## src/rtl/tower_draw_arbiter.sv

```systemverilog
// ---------------------------------------------------------------------------
// tower_draw_arbiter
//
// Purpose:
//   Arbitrates N_STAGES tower-drawer channels onto a single VGA pixel port and
//   a single map-memory write port. One channel is granted at a time, and the
//   grant stays locked until that channel's tower session completes (ch_done)
//   or is aborted (its draw request falls). The block also keeps a saturating
//   placed-tower count per stage and the done handshake for each stage.
//
// Configuration macro:
//   TOWER_ARB_ROUND_ROBIN_EN - when defined, IDLE selection is round-robin
//                              and starts after the last granted stage. When
//                              undefined, the lowest eligible index wins.
//
// Ports:
//   clk_i                 system clock
//   reset_i               synchronous, active-high reset
//   stage_draw_tower_i    per-stage draw request (level)
//   ch_wren_i             per-channel VGA write enable
//   ch_coord_i            packed per-channel coordinates (COORD_W each)
//   ch_colour_i           packed per-channel colours (COLOUR_W each)
//   ch_erase_addr_i       packed per-channel map erase addresses
//   ch_map_wr_i           per-channel map write request
//   ch_done_i             per-channel one-cycle tower-finished pulse
//   tower_wren_o          muxed VGA write enable (registered)
//   coord_o               muxed coordinate (registered)
//   colour_o              muxed colour (registered)
//   erase_mem_address_o   muxed map erase address (registered)
//   write_map_en_o        muxed map write enable (registered)
//   grant_o               one-hot granted channel, zero when idle
//   stage_tower_done_o    per-stage done level to the control FSM
//   tower_count_o         packed per-stage placed-tower counts (CNT_W each)
//   limit_reached_o       per-stage count == MAX_TOWERS
//   multi_req_err_o       sticky: several eligible requests seen while idle
// ---------------------------------------------------------------------------
module tower_draw_arbiter #(
  parameter int N_STAGES   = 3,
  parameter int COORD_W    = 15,
  parameter int COLOUR_W   = 9,
  parameter int CNT_W      = 4,
  parameter int MAX_TOWERS = 10
) (
  input  logic                         clk_i,
  input  logic                         reset_i,
  input  logic [N_STAGES-1:0]          stage_draw_tower_i,
  input  logic [N_STAGES-1:0]          ch_wren_i,
  input  logic [N_STAGES*COORD_W-1:0]  ch_coord_i,
  input  logic [N_STAGES*COLOUR_W-1:0] ch_colour_i,
  input  logic [N_STAGES*COORD_W-1:0]  ch_erase_addr_i,
  input  logic [N_STAGES-1:0]          ch_map_wr_i,
  input  logic [N_STAGES-1:0]          ch_done_i,
  output logic                         tower_wren_o,
  output logic [COORD_W-1:0]           coord_o,
  output logic [COLOUR_W-1:0]          colour_o,
  output logic [COORD_W-1:0]           erase_mem_address_o,
  output logic                         write_map_en_o,
  output logic [N_STAGES-1:0]          grant_o,
  output logic [N_STAGES-1:0]          stage_tower_done_o,
  output logic [N_STAGES*CNT_W-1:0]    tower_count_o,
  output logic [N_STAGES-1:0]          limit_reached_o,
  output logic                         multi_req_err_o
);

  localparam int IDX_W = (N_STAGES > 1) ? $clog2(N_STAGES) : 1;

  typedef enum logic [1:0] {IDLE, GRANT, HOLD} state_e;

  state_e               state_q;
  logic [N_STAGES-1:0]  grant_q;
  logic [IDX_W-1:0]     gidx_q;
  logic [N_STAGES-1:0]  done_q;
  logic [N_STAGES-1:0]  limit_q;
  logic [CNT_W-1:0]     count_q [N_STAGES];
  logic                 err_q;
  logic                 wren_q;
  logic                 map_q;
  logic [COORD_W-1:0]   coord_q;
  logic [COORD_W-1:0]   erase_q;
  logic [COLOUR_W-1:0]  colour_q;
`ifdef TOWER_ARB_ROUND_ROBIN_EN
  logic [IDX_W-1:0]     last_grant_q;
  int                   cand;
  logic                 found;
`endif

  logic [N_STAGES-1:0]  eligible;
  logic                 multi_req;
  logic [IDX_W-1:0]     sel_idx;
  logic                 g_wren, g_map, g_done, g_req;
  logic [COORD_W-1:0]   g_coord, g_erase;
  logic [COLOUR_W-1:0]  g_colour;
  logic [CNT_W-1:0]     count_d;

  // Stages that already hit the tower limit never compete for the grant.
  assign eligible  = stage_draw_tower_i & ~limit_q;
  // Clearing the lowest set bit leaves something only if two or more are set.
  assign multi_req = |(eligible & (eligible - N_STAGES'(1)));

`ifdef TOWER_ARB_ROUND_ROBIN_EN
  // Round-robin: first eligible stage found walking upward from last grant + 1.
  always_comb begin
    sel_idx = '0;
    found   = 1'b0;
    cand    = 0;
    for (int k = 0; k < N_STAGES; k++) begin
      cand = (int'(last_grant_q) + 1 + k) % N_STAGES;
      if (!found && eligible[cand]) begin
        found   = 1'b1;
        sel_idx = IDX_W'(cand);
      end
    end
  end
`else
  // Fixed priority: scanning downward leaves the lowest eligible index.
  always_comb begin
    sel_idx = '0;
    for (int k = N_STAGES - 1; k >= 0; k--) begin
      if (eligible[k]) sel_idx = IDX_W'(k);
    end
  end
`endif

  // Only the granted channel is looked at; every other channel is invisible.
  assign g_wren   = ch_wren_i[gidx_q];
  assign g_map    = ch_map_wr_i[gidx_q];
  assign g_done   = ch_done_i[gidx_q];
  assign g_req    = stage_draw_tower_i[gidx_q];
  assign g_coord  = ch_coord_i[gidx_q*COORD_W +: COORD_W];
  assign g_erase  = ch_erase_addr_i[gidx_q*COORD_W +: COORD_W];
  assign g_colour = ch_colour_i[gidx_q*COLOUR_W +: COLOUR_W];

  // Saturating increment of the granted stage's tower counter.
  assign count_d = (count_q[gidx_q] < CNT_W'(MAX_TOWERS)) ?
                   count_q[gidx_q] + CNT_W'(1) : count_q[gidx_q];

  // Arbiter FSM. Muxed pixel outputs default to zero and are only loaded
  // while a session is live, so they read zero one cycle after leaving
  // GRANT. The done level defaults to the "blocked at limit" indication,
  // and the session owner's bit is then forced on where needed.
  always_ff @(posedge clk_i) begin
    if (reset_i) begin
      state_q  <= IDLE;
      grant_q  <= '0;
      gidx_q   <= '0;
      done_q   <= '0;
      limit_q  <= '0;
      err_q    <= 1'b0;
      wren_q   <= 1'b0;
      map_q    <= 1'b0;
      coord_q  <= '0;
      erase_q  <= '0;
      colour_q <= '0;
      for (int i = 0; i < N_STAGES; i++) count_q[i] <= '0;
`ifdef TOWER_ARB_ROUND_ROBIN_EN
      last_grant_q <= IDX_W'(N_STAGES - 1);
`endif
    end else begin
      wren_q   <= 1'b0;
      map_q    <= 1'b0;
      coord_q  <= '0;
      erase_q  <= '0;
      colour_q <= '0;
      done_q   <= stage_draw_tower_i & limit_q;
      case (state_q)
        IDLE: begin
          if (|eligible) begin
            grant_q <= N_STAGES'(1) << sel_idx;
            gidx_q  <= sel_idx;
            state_q <= GRANT;
`ifdef TOWER_ARB_ROUND_ROBIN_EN
            last_grant_q <= sel_idx;
`endif
            if (multi_req) err_q <= 1'b1;
          end
        end
        GRANT: begin
          // A pixel presented with ch_done is still forwarded; an abort
          // (request low without done) forwards nothing.
          if (g_done || g_req) begin
            wren_q   <= g_wren;
            map_q    <= g_map;
            coord_q  <= g_coord;
            erase_q  <= g_erase;
            colour_q <= g_colour;
          end
          if (g_done) begin
            count_q[gidx_q] <= count_d;
            limit_q[gidx_q] <= (count_d == CNT_W'(MAX_TOWERS));
            done_q[gidx_q]  <= 1'b1;
            if (g_req) begin
              state_q <= HOLD;
            end else begin
              // Done and drop together: single-cycle done pulse, back to IDLE.
              state_q <= IDLE;
              grant_q <= '0;
            end
          end else if (!g_req) begin
            state_q <= IDLE;
            grant_q <= '0;
          end
        end
        HOLD: begin
          if (!g_req) begin
            state_q <= IDLE;
            grant_q <= '0;
          end else begin
            done_q[gidx_q] <= 1'b1;
          end
        end
        default: begin
          state_q <= IDLE;
          grant_q <= '0;
        end
      endcase
    end
  end

  // Unpacked counters flattened onto the packed output bus.
  always_comb begin
    tower_count_o = '0;
    for (int i = 0; i < N_STAGES; i++) tower_count_o[i*CNT_W +: CNT_W] = count_q[i];
  end

  assign tower_wren_o        = wren_q;
  assign coord_o             = coord_q;
  assign colour_o            = colour_q;
  assign erase_mem_address_o = erase_q;
  assign write_map_en_o      = map_q;
  assign grant_o             = grant_q;
  assign stage_tower_done_o  = done_q;
  assign limit_reached_o     = limit_q;
  assign multi_req_err_o     = err_q;

endmodule

```

## config.mk

```make
export PLATFORM = sky130hd
export DESIGN_NAME = tower_draw_arbiter
export DESIGN_NICKNAME = d
export VERILOG_FILES = /design/src/rtl/tower_draw_arbiter.sv
export SDC_FILE = /design/constraint.sdc
export NUM_CORES = 1
export LEC_CHECK = 0
export CORE_MARGIN = 2
export CORE_UTILIZATION = 42
export CTS_CLUSTER_DIAMETER = 40
export DETAILED_ROUTE_END_ITERATION = 8
export GPL_ROUTABILITY_DRIVEN = 0
export PLACE_DENSITY = 0.95
export SLEW_MARGIN = 20
export SYNTH_ARGS = -nofsm -noshare
export SYNTH_HDL_FRONTEND = slang
export SYNTH_SLANG_ARGS = --single-unit
```

## constraint.sdc

```tcl
create_clock -name clk_i -period 5.05 [get_ports clk_i]
set_input_delay 1.01 -clock clk_i [delete_from_list [all_inputs] [get_ports clk_i]]
set_output_delay 1.01 -clock clk_i [all_outputs]
set_load 0.03 [all_outputs]
```

======== Word-level counts from Yosys, hierarchy flattened ========
Memory sizes are Yosys's and may differ from the RTL's. A register that Yosys moved wholly into a read port is not among the register bits.
Cells that the tools add are included.
word-level totals
  flip-flop bits (word level) ............. 55
  RAM bits ................................ 12
  input bits .............................. 131
  output and inout port bits .............. 63
  word-level logic and storage cells ...... 84
  memories kept ........................... 1
operators by class
  $add $sub $neg .......................... 2
  multipliers ............................. 2
  order comparisons ....................... 3
  eq/ne operators ......................... 5
  shifts and indexed selects .............. 4
  muxes and demuxes ....................... 37
  bitwise operators ....................... 7
  reduce and logical (&&, ||, !) cells .... 12
memory list
  name     depth  bits a word  read ports  clocked after memory_dff  wr ports  line  source
  count_q  3      4            4           1                         3         74    logic [CNT_W-1:0] count_q [N_STAGES];
operators by type and width
  kind                                                                           count
  45-bit by 7-bit variable part select with 15-bit output                        2
  27-bit by 7-bit variable part select with 9-bit output                         1
  2-bit two-way mux                                                              10
  2-bit by 4-bit multiplier with 6-bit output (second input constant)            2
  1-bit two-way mux                                                              12
  3-bit two-way mux                                                              4
  3-bit case mux with 2 select lines                                             2
  3-bit bitwise AND                                                              3
  3-bit OR reduction                                                             3
  1-bit binary-select mux with 2-bit select                                      4
  4-bit two-way mux                                                              2
  2-bit case mux with 3 select lines                                             1
  2-bit AND reduction                                                            3
  4-bit by 1-bit adder with 4-bit output (second input constant)                 1
  4-bit == test (second input constant)                                          1
  4-bit less-than comparator (second input constant)                             1
  2-bit != test (second input constant)                                          2
  4-bit OR reduction                                                             1
  3-bit bitwise mux                                                              1
  2-bit by 3-bit less-than comparator with 1-bit output (second input constant)  1
  3-bit inverter                                                                 1
  3-bit OR                                                                       1
  3-bit AND reduction                                                            1
  1-bit by 2-bit left shift with 3-bit output (first input constant)             1
  10 further kinds                                                               11

======== Longest topological paths before layout ========
Gate-level depths: netlist of run 1.
  word-level depth ........................ 8
  mapped depth ............................ 8
  mapped depth without buffers ............ 7

======== Least setup slack after synthesis of run 1 ========
No wires, ideal clock.
  path kind ............................... reg2reg
  from .................................... memory count_q[2][1]
  to ...................................... register limit_q[2] (netlist: limit_reached_o[2])
  library setup time ...................... 0.073 ns
  arrival ................................. 1.943 ns
  required time ........................... 4.977 ns
  path slack .............................. 3.034 ns
  stages on the path, launching flop included .. 6
  buffers on the path ..................... 0
  period minus slack after synthesis ...... 2.016 ns
  cell sequence ........................... edfxtp_1 > mux4_2 > ha_1 > a31oi_1 > o32a_4 > o22ai_2
RTL lines
  element                          line  source
  from (decl)                      74
  to (signal, indexed assignment)  189   limit_q[gidx_q] <= (count_d == CNT_W'(MAX_TOWERS));
  to (decl)                        73    logic [N_STAGES-1:0] limit_q;

======== Worst setup path after layout of run 1 ========
  from .................................... input stage_draw_tower_i[0]
  to ...................................... register erase_q[4] (netlist: erase_mem_address_o[4])
between the ends
  longest elaborated chain between the ends .. 5
ends and longest elaborated chain
  element                                    line  source
  from (decl)                                46    input logic [N_STAGES-1:0] stage_draw_tower_i,
  1-bit binary-select mux with 2-bit select  128   assign g_req = stage_draw_tower_i[gidx_q];
  1-bit two-way mux (not written as such)    128
  1-bit logical OR                           180   if (g_done || g_req) begin
  1-bit inverter (no line)                   -
  3-bit OR reduction (no line)               -
  to (signal assigned)                       184   erase_q <= g_erase;
  to (decl)                                  79    logic [COORD_W-1:0] erase_q;
No other way between the ends. The select of a mux whose other input is x is not followed.
A chain may end at the register's enable or synchronous reset.

==> metrics.md, run 1 <==
| Metric | Value |
|---|---|
| Worst-path clk slew | 0.07 ns |
| Drt total wl | 10200 µm |
| Total Power | 1.59 mW |
| Placed cells | 663 |
| CTS tree | done |
| Die Area | 8940 µm² |
| Run status | finished clean |
| Adder-Cell Fraction of Synth Area | 1.82% |
| PD cells | 280 nW/µm² |
| Post-synthesis mux area share | 15.6% |
| Logic pwr share | 24.7% |
| Synth Instances | 382 |
| Psw | 0.427 mW |
| Max_cap viols | 0 |
| Pint | 1.16 mW |
| Cell Area, Placed | 5440 µm² |
| Net Sw Frac | 26.8% |
| Post-detail-place hpwl | 8130 µm |
| Clk buf depth | 2 |
| Reg2reg start | gidx_q[0]$_SDFFE_PP0P_ |
| Syn-to-layout area delta | 65.1% |
| RSZ-0062 raised after global routing | no |
| 1st-pass router iterations | 5 |
| M1 GR Usage | 23.5% |
| H-tree depth | 3 |
| Die Y | 94.5 µm |
| Crit. Startpoint | stage_draw_tower_i[0] |
| CP Max Fanout | 32 |
| Remaining Overflow, GRT | 0 |
| Synth Area in Compound Gates | 14.3% |
| Slew headroom | 34.7% |
| Synth Area in XOR/XNOR | 0.254% |
| Flop-to-flop setup slack | 2.13 ns |
| Clock latency on the worst-skew pair | 0.33 ns |
| Critical Path End | erase_mem_address_o[4]$_SDFF_PP0_ |
| Tmin final | 3.00 ns |
| Vias | 3531 |
| Yosys reg bits | 73 |
| Asr flop ratio synth | 0% |
| Via density | 5.20 |
| Max Slew Vio Count | 0 |
| Final Non-Filler Cells | 679 |
| Clock Sinks | 73 |
| Ys flop type | dfxtp_1 |
| Largest net degree at the start of global routing | 50 |
| Hold/Removal Path Class | reg2reg |
| Mapped Area | 3440 µm² |
| Post-route cell area | 5690 µm² |
| Synth unique cells | 36 |
| Register share of total power | 41.6% |
| Ports | 194 |
| TritonCTS buffer count | 9 |
| Final nets | 705 |
| Total GRT Usage | 23.6% |
| # resized after CTS | 0 |
| Slew @ Worst Pin | 0.979 ns |
| Number of diodes | 0 |
| Post-synth EDFFs | 16 |
| Hold Buf Count CTS | 0 |
| Commonest non-fill, non-tap cells in the layout | 193 x clkdlybuf4s50_1, 100 x nor2_1, 55 x dfxtp_1 |
| Layout cells sized above 1 | 5.23% |
| Starting Density | 42.5% |
| Met3 Usage GRT | 8.38% |
| Grt met2 use | 43.5% |
| Post-synthesis sequential area ratio | 47.1% |
| PortBufs | 193 |
| Fin worst setup slack | 2.05 ns |
| Skew final | 0.00891 ns |
| Most common cell after layout, fill and taps aside | clkdlybuf4s50_1 |
| Reg2Reg Depth | 5 |
| Setup CP Type | in2reg |
| Fmax | 334 MHz |
| Fillers | 625 |
| Remaining routing DRC violations | 0 |
| Vias in the first global route | 3529 |
| Finish-stage setup viols | 0 |
| Crit end category | register |
| Setup TNS | 0 ns |
| Post-Syn Area per Cell | 9.01 µm² |
| First-pass GRT wire length | 16000 µm |
| Routed len/inst | 15.0 µm |
| Largest family of logic cells by synthesized area | simple AND/OR/NAND/NOR gates |
| Worst EP arrival | 3.22 ns |
| RR Endpoint | erase_mem_address_o[4]$_SDFF_PP0_ |
| Initial DRC count | 128 |
| Final Hold Vio Count | 0 |
| CP startpoint kind | input pin |
| Leak | 2.13 nW |
| Core Region | 8090 µm² |
| Worst EP required | 5.27 ns |
| # rows | 33 |
| Synth warnings | 0 |
| GRT Max-Usage Layer | met2 |
| Die W | 94.5 µm |
| Initial antenna violation count | 0 |
| Post-route clock period utilization | 59.4% |
| VDD IR max | 0.160 mV |
| Hold Slack | 0.466 ns |
| Antenna viol nets, final | 0 |
| Post-CTS Setup Bufs | 0 |
| Clock share of power | 33.7% |
| DP Worst Slack | 1.68 ns |
| Simple-gate share of the synthesized area | 16.5% |
| Root Buffer Master | clkbuf_8 |
| Final Core Density | 70.3% |
[worst min-delay path by stage]
stage                     depth (start not counted)  slack [ns]                      end               startpoint
after floorplan                                   2        0.49  state_q[0]$_SDFFE_PP0P_  state_q[0]$_SDFFE_PP0P_
after global placement                            2        0.46  grant_o[1]$_SDFFE_PP0P_  grant_o[1]$_SDFFE_PP0P_
after detailed placement                          2        0.46  grant_o[1]$_SDFFE_PP0P_  grant_o[1]$_SDFFE_PP0P_
after CTS                                         2        0.47  grant_o[1]$_SDFFE_PP0P_  grant_o[1]$_SDFFE_PP0P_
after global routing                              2        0.47  grant_o[1]$_SDFFE_PP0P_  grant_o[1]$_SDFFE_PP0P_
final                                             2        0.47  grant_o[1]$_SDFFE_PP0P_  grant_o[1]$_SDFFE_PP0P_
[cell type report]
cell class | instances | area (µm²) | share of cell area, %
clock buffers | 9 | 124 | 2.18
clock inverters | 7 | 118 | 2.07
well taps | 105 | 131 | 2.31
multi-input cells | 277 | 1690 | 29.7
repair buffers | 196 | 1950 | 34.4
flip-flops and latches | 73 | 1620 | 28.6
inverters | 12 | 45.0 | 0.792
[cells in the mapped netlist, types with 4 or more instances]
| cell | number | share of area [%] |
|---|---|---|
| nor2_1 | 100 | 11 |
| dfxtp_1 | 57 | 33 |
| a21oi_1 | 52 | 7.6 |
| mux2i_1 | 49 | 14 |
| edfxtp_1 | 16 | 14 |
| inv_1 | 12 | 1.3 |
| buf_2 | 10 | 1.5 |
| nand3_1 | 10 | 1.5 |
| clkbuf_1 | 9 | 0.98 |
| nand2_1 | 9 | 0.98 |
| a21o_1 | 5 | 1.1 |
| ha_1 | 5 | 1.8 |
| nand2b_1 | 5 | 0.91 |
| nor2b_1 | 5 | 0.91 |
| o21ai_0 | 4 | 0.58 |
[power groups by stage]
stage          Combinational, mW  Sequential [mW]  Clock (mW)
2_1_floorplan              0.167            0.707           0
3_3_place_gp               0.381            0.672           0
3_5_place_dp               0.392            0.676           0
4_1_cts                    0.393            0.662       0.551
5_1_grt                    0.425            0.666       0.583
6_report                   0.392            0.662       0.537
[state kept, by name, indices dropped and copies added (netlist names), named ones only]
name,count
stage_tower_done_o,3
colour_o,9
write_map_en_o,1
multi_req_err_o,1
gidx_q,2
erase_mem_address_o,15
limit_reached_o,3
count_q,16
tower_wren_o,1
coord_o,15
grant_o,3
state_q,2
[kinds of logic (layout without fill, tap and decap cells)]
group | Yosys count | in the layout
AO/OA/AOI/OAI | 80 | 80
XOR/XNOR | 1 | 1
adder cells (fa/ha/maj) | 5 | 5
buffers and inverters | 35 | 224
flip-flops | 73 | 73
multiplexers | 51 | 51
other | 1 | 4
AND/OR/NAND/NOR | 136 | 136
[worst max-delay path, cell delays in order]
cell             delay [ns]
clkdlybuf4s50_1        0.47
mux2i_1                0.16
a2bb2oi_1              0.37
a21o_1                 0.83
buf_4                  0.30
nor2_1                 0.06
[per-layer routing]
metal	wire (µm)	up-vias
li1	-	1690
met1	3610	1621
met2	5290	186
met3	956	34
met5	0	-
met4	337	0
Power figures use the tool's default switching activity.
==> inputs of run 2 (changes only) <==
--- a/config.mk
+++ b/config.mk
@@ -6,11 +6,11 @@
 export NUM_CORES = 1
 export LEC_CHECK = 0
 export CORE_MARGIN = 2
-export CORE_UTILIZATION = 42
+export CORE_UTILIZATION = 39
 export CTS_CLUSTER_DIAMETER = 40
 export DETAILED_ROUTE_END_ITERATION = 8
 export GPL_ROUTABILITY_DRIVEN = 0
-export PLACE_DENSITY = 0.95
+export PLACE_DENSITY = 0.92
 export SLEW_MARGIN = 20
 export SYNTH_ARGS = -nofsm -noshare
 export SYNTH_HDL_FRONTEND = slang
==> constraint.sdc (replaced) <==
create_clock -name clk_i -period 2.9 [get_ports clk_i]
set_input_delay 0.58 -clock clk_i [delete_from_list [all_inputs] [get_ports clk_i]]
set_output_delay 0.58 -clock clk_i [all_outputs]
set_load 0.03 [all_outputs]
==> metrics.md, run 2 (synthesis gave the netlist of run 1 again) <==
| Metric | Value |
|---|---|
| Slew headroom | 54.4% |
| Setup TNS | 0 ns |
| Routed len/inst | 15.3 µm |
| Slowest cell on crit path | mux4_2 |
| Final Hold Vio Count | 0 |
| Flop-to-flop setup slack | 0.58 ns |
| Via density | 5.06 |
| Fmax | 432 MHz |
| Post-CTS Setup Bufs | 0 |
| Max_cap viols | 0 |
| Reg2Reg Depth | 7 |
| Max Slew Vio Count | 0 |
| Total GRT Usage | 22.0% |
| # resized after CTS | 0 |
| Crit end category | register |
| VDD IR max | 0.229 mV |
| First-pass GRT wire length | 17000 µm |
| Initial DRC count | 189 |
| Syn-to-layout area delta | 64.7% |
| Vias in the first global route | 3598 |
| CP Max Fanout | 6 |
| Root Buffer Master | clkbuf_8 |
| RR Endpoint | count_q[0][2]$_SDFFCE_PN0P_ |
| Largest net degree at the start of global routing | 42 |
| Drt total wl | 10500 µm |
| Placed cells | 669 |
| CP peak stage delay | 0.63 ns |
| TritonCTS buffer count | 9 |
| Post-route clock period utilization | 79.9% |
| Critical Path End | count_q[0][2]$_SDFFCE_PN0P_ |
| PD cells | 458 nW/µm² |
| Seq. cell area | 1620 µm² |
| Vias | 3463 |
| # rows | 34 |
| Setup CP Type | reg2reg |
| Worst EP arrival | 2.52 ns |
| Fin worst setup slack | 0.583 ns |
| Post-detail-place hpwl | 8210 µm |
| Clock Sinks | 73 |
| Antenna viol nets, final | 0 |
| Tmin final | 2.32 ns |
| Die W | 98.0 µm |
| Layout cells sized above 1 | 5.55% |
| Multi-input gate area | 1690 µm² |
| Remaining Overflow, GRT | 0 |
| Slew @ Worst Pin | 0.683 ns |
| Worst EP required | 3.10 ns |
| Hold/Removal Path Class | reg2reg |
| Commonest non-fill, non-tap cells in the layout | 193 x clkdlybuf4s50_1, 100 x nor2_1, 55 x dfxtp_1 |
| Buf+Inv Stages, Crit Path | 1 |
| Final nets | 708 |
| Hold path depth | 2 |
| Final Non-Filler Cells | 685 |
| Clk buf depth | 2 |
| Run status | finished clean |
| Fillers | 694 |
| Hold Buf Count CTS | 0 |
| Core Region | 8640 µm² |
| PortBufs | 193 |
| Biggest register | count_q |
| Finish-stage setup viols | 0 |
| Critical path, cell by cell | mux4_2 > ha_1 > inv_1 > nor3_1 > a2bb2oi_1 > o21ai_1 > nor2_1 |
| Die Y | 98.0 µm |
| Clock latency on the worst-skew pair | 0.34 ns |
| Worst-path clk slew | 0.08 ns |
| Die Area | 9600 µm² |
| WP depth | 7 |
| RSZ-0062 raised after global routing | no |
| Remaining routing DRC violations | 0 |
| Leak | 2.11 nW |
| Hold Slack | 0.469 ns |
| Delay-heaviest family, CP | multiplexers |
| Most common cell after layout, fill and taps aside | clkdlybuf4s50_1 |
| Starting Density | 39.9% |
| Max reg flops | 16 |
| Ports | 194 |
| 1st-pass router iterations | 4 |
| H-tree depth | 3 |
| Number of diodes | 0 |
| Skew final | 0.00633 ns |
| DP Worst Slack | 0.546 ns |
| Initial antenna violation count | 0 |
| CP startpoint kind | register |
| CTS tree | done |
==> run 2: final cells by class <==
| class | instances | share of cell area (%) |
|---|---|---|
| sequential | 73 | 28.6 |
| clock inverter | 5 | 0.640 |
| timing repair buffer | 199 | 35.1 |
| inverter | 12 | 0.794 |
| clock buffer | 11 | 2.69 |
| tap | 108 | 2.38 |
| multi-input combinational | 277 | 29.8 |
==> run 2: routing by layer <==
metal / vias to the layer above / GRT usage, % / routed length, µm
li1: 1688 / - / -
met4: 0 / 9.51 / 238
met3: 23 / 6.44 / 820
met5: - / 0 / 0
met1: 1601 / 22.4 / 3900
met2: 151 / 41.3 / 5510
==> run 2: worst register-to-register path: stages (launching register included) <==
cell and delay, ns:
dfxtp_1 0.52, mux4_2 0.63, ha_1 0.25, inv_1 0.09, nor3_1 0.06, a2bb2oi_1 0.26
o21ai_1 0.22, nor2_1 0.15
==> run 2: worst min-delay path by stage <==
| stage | from | to |
|---|---|---|
| 2_1_floorplan | state_q[0]$_SDFFE_PP0P_ | state_q[0]$_SDFFE_PP0P_ |
| 3_3_place_gp | grant_o[1]$_SDFFE_PP0P_ | grant_o[1]$_SDFFE_PP0P_ |
| 3_5_place_dp | grant_o[1]$_SDFFE_PP0P_ | grant_o[1]$_SDFFE_PP0P_ |
| 4_1_cts | grant_o[1]$_SDFFE_PP0P_ | grant_o[1]$_SDFFE_PP0P_ |
| 5_1_grt | grant_o[1]$_SDFFE_PP0P_ | grant_o[1]$_SDFFE_PP0P_ |
| 6_report | grant_o[1]$_SDFFE_PP0P_ | grant_o[1]$_SDFFE_PP0P_ |
==> run 2: metrics by stage <==
stage	utilization, %	power [mW]	cell area (µm²)
floorplan	-	1.52	3450
global placement	63.5	1.84	5480
detailed placement	63.5	1.87	5480
CTS	65.7	2.62	5670
global route	65.7	2.72	5670
finish	65.7	2.60	5670
==> run 2: power breakdown <==
group	switching [mW]	leakage (nW)	total (mW)	internal (mW)
Sequential	0.0380	0.628	1.14	1.10
Combinational	0.347	1.39	0.707	0.359
Clock	0.386	0.0954	0.752	0.366
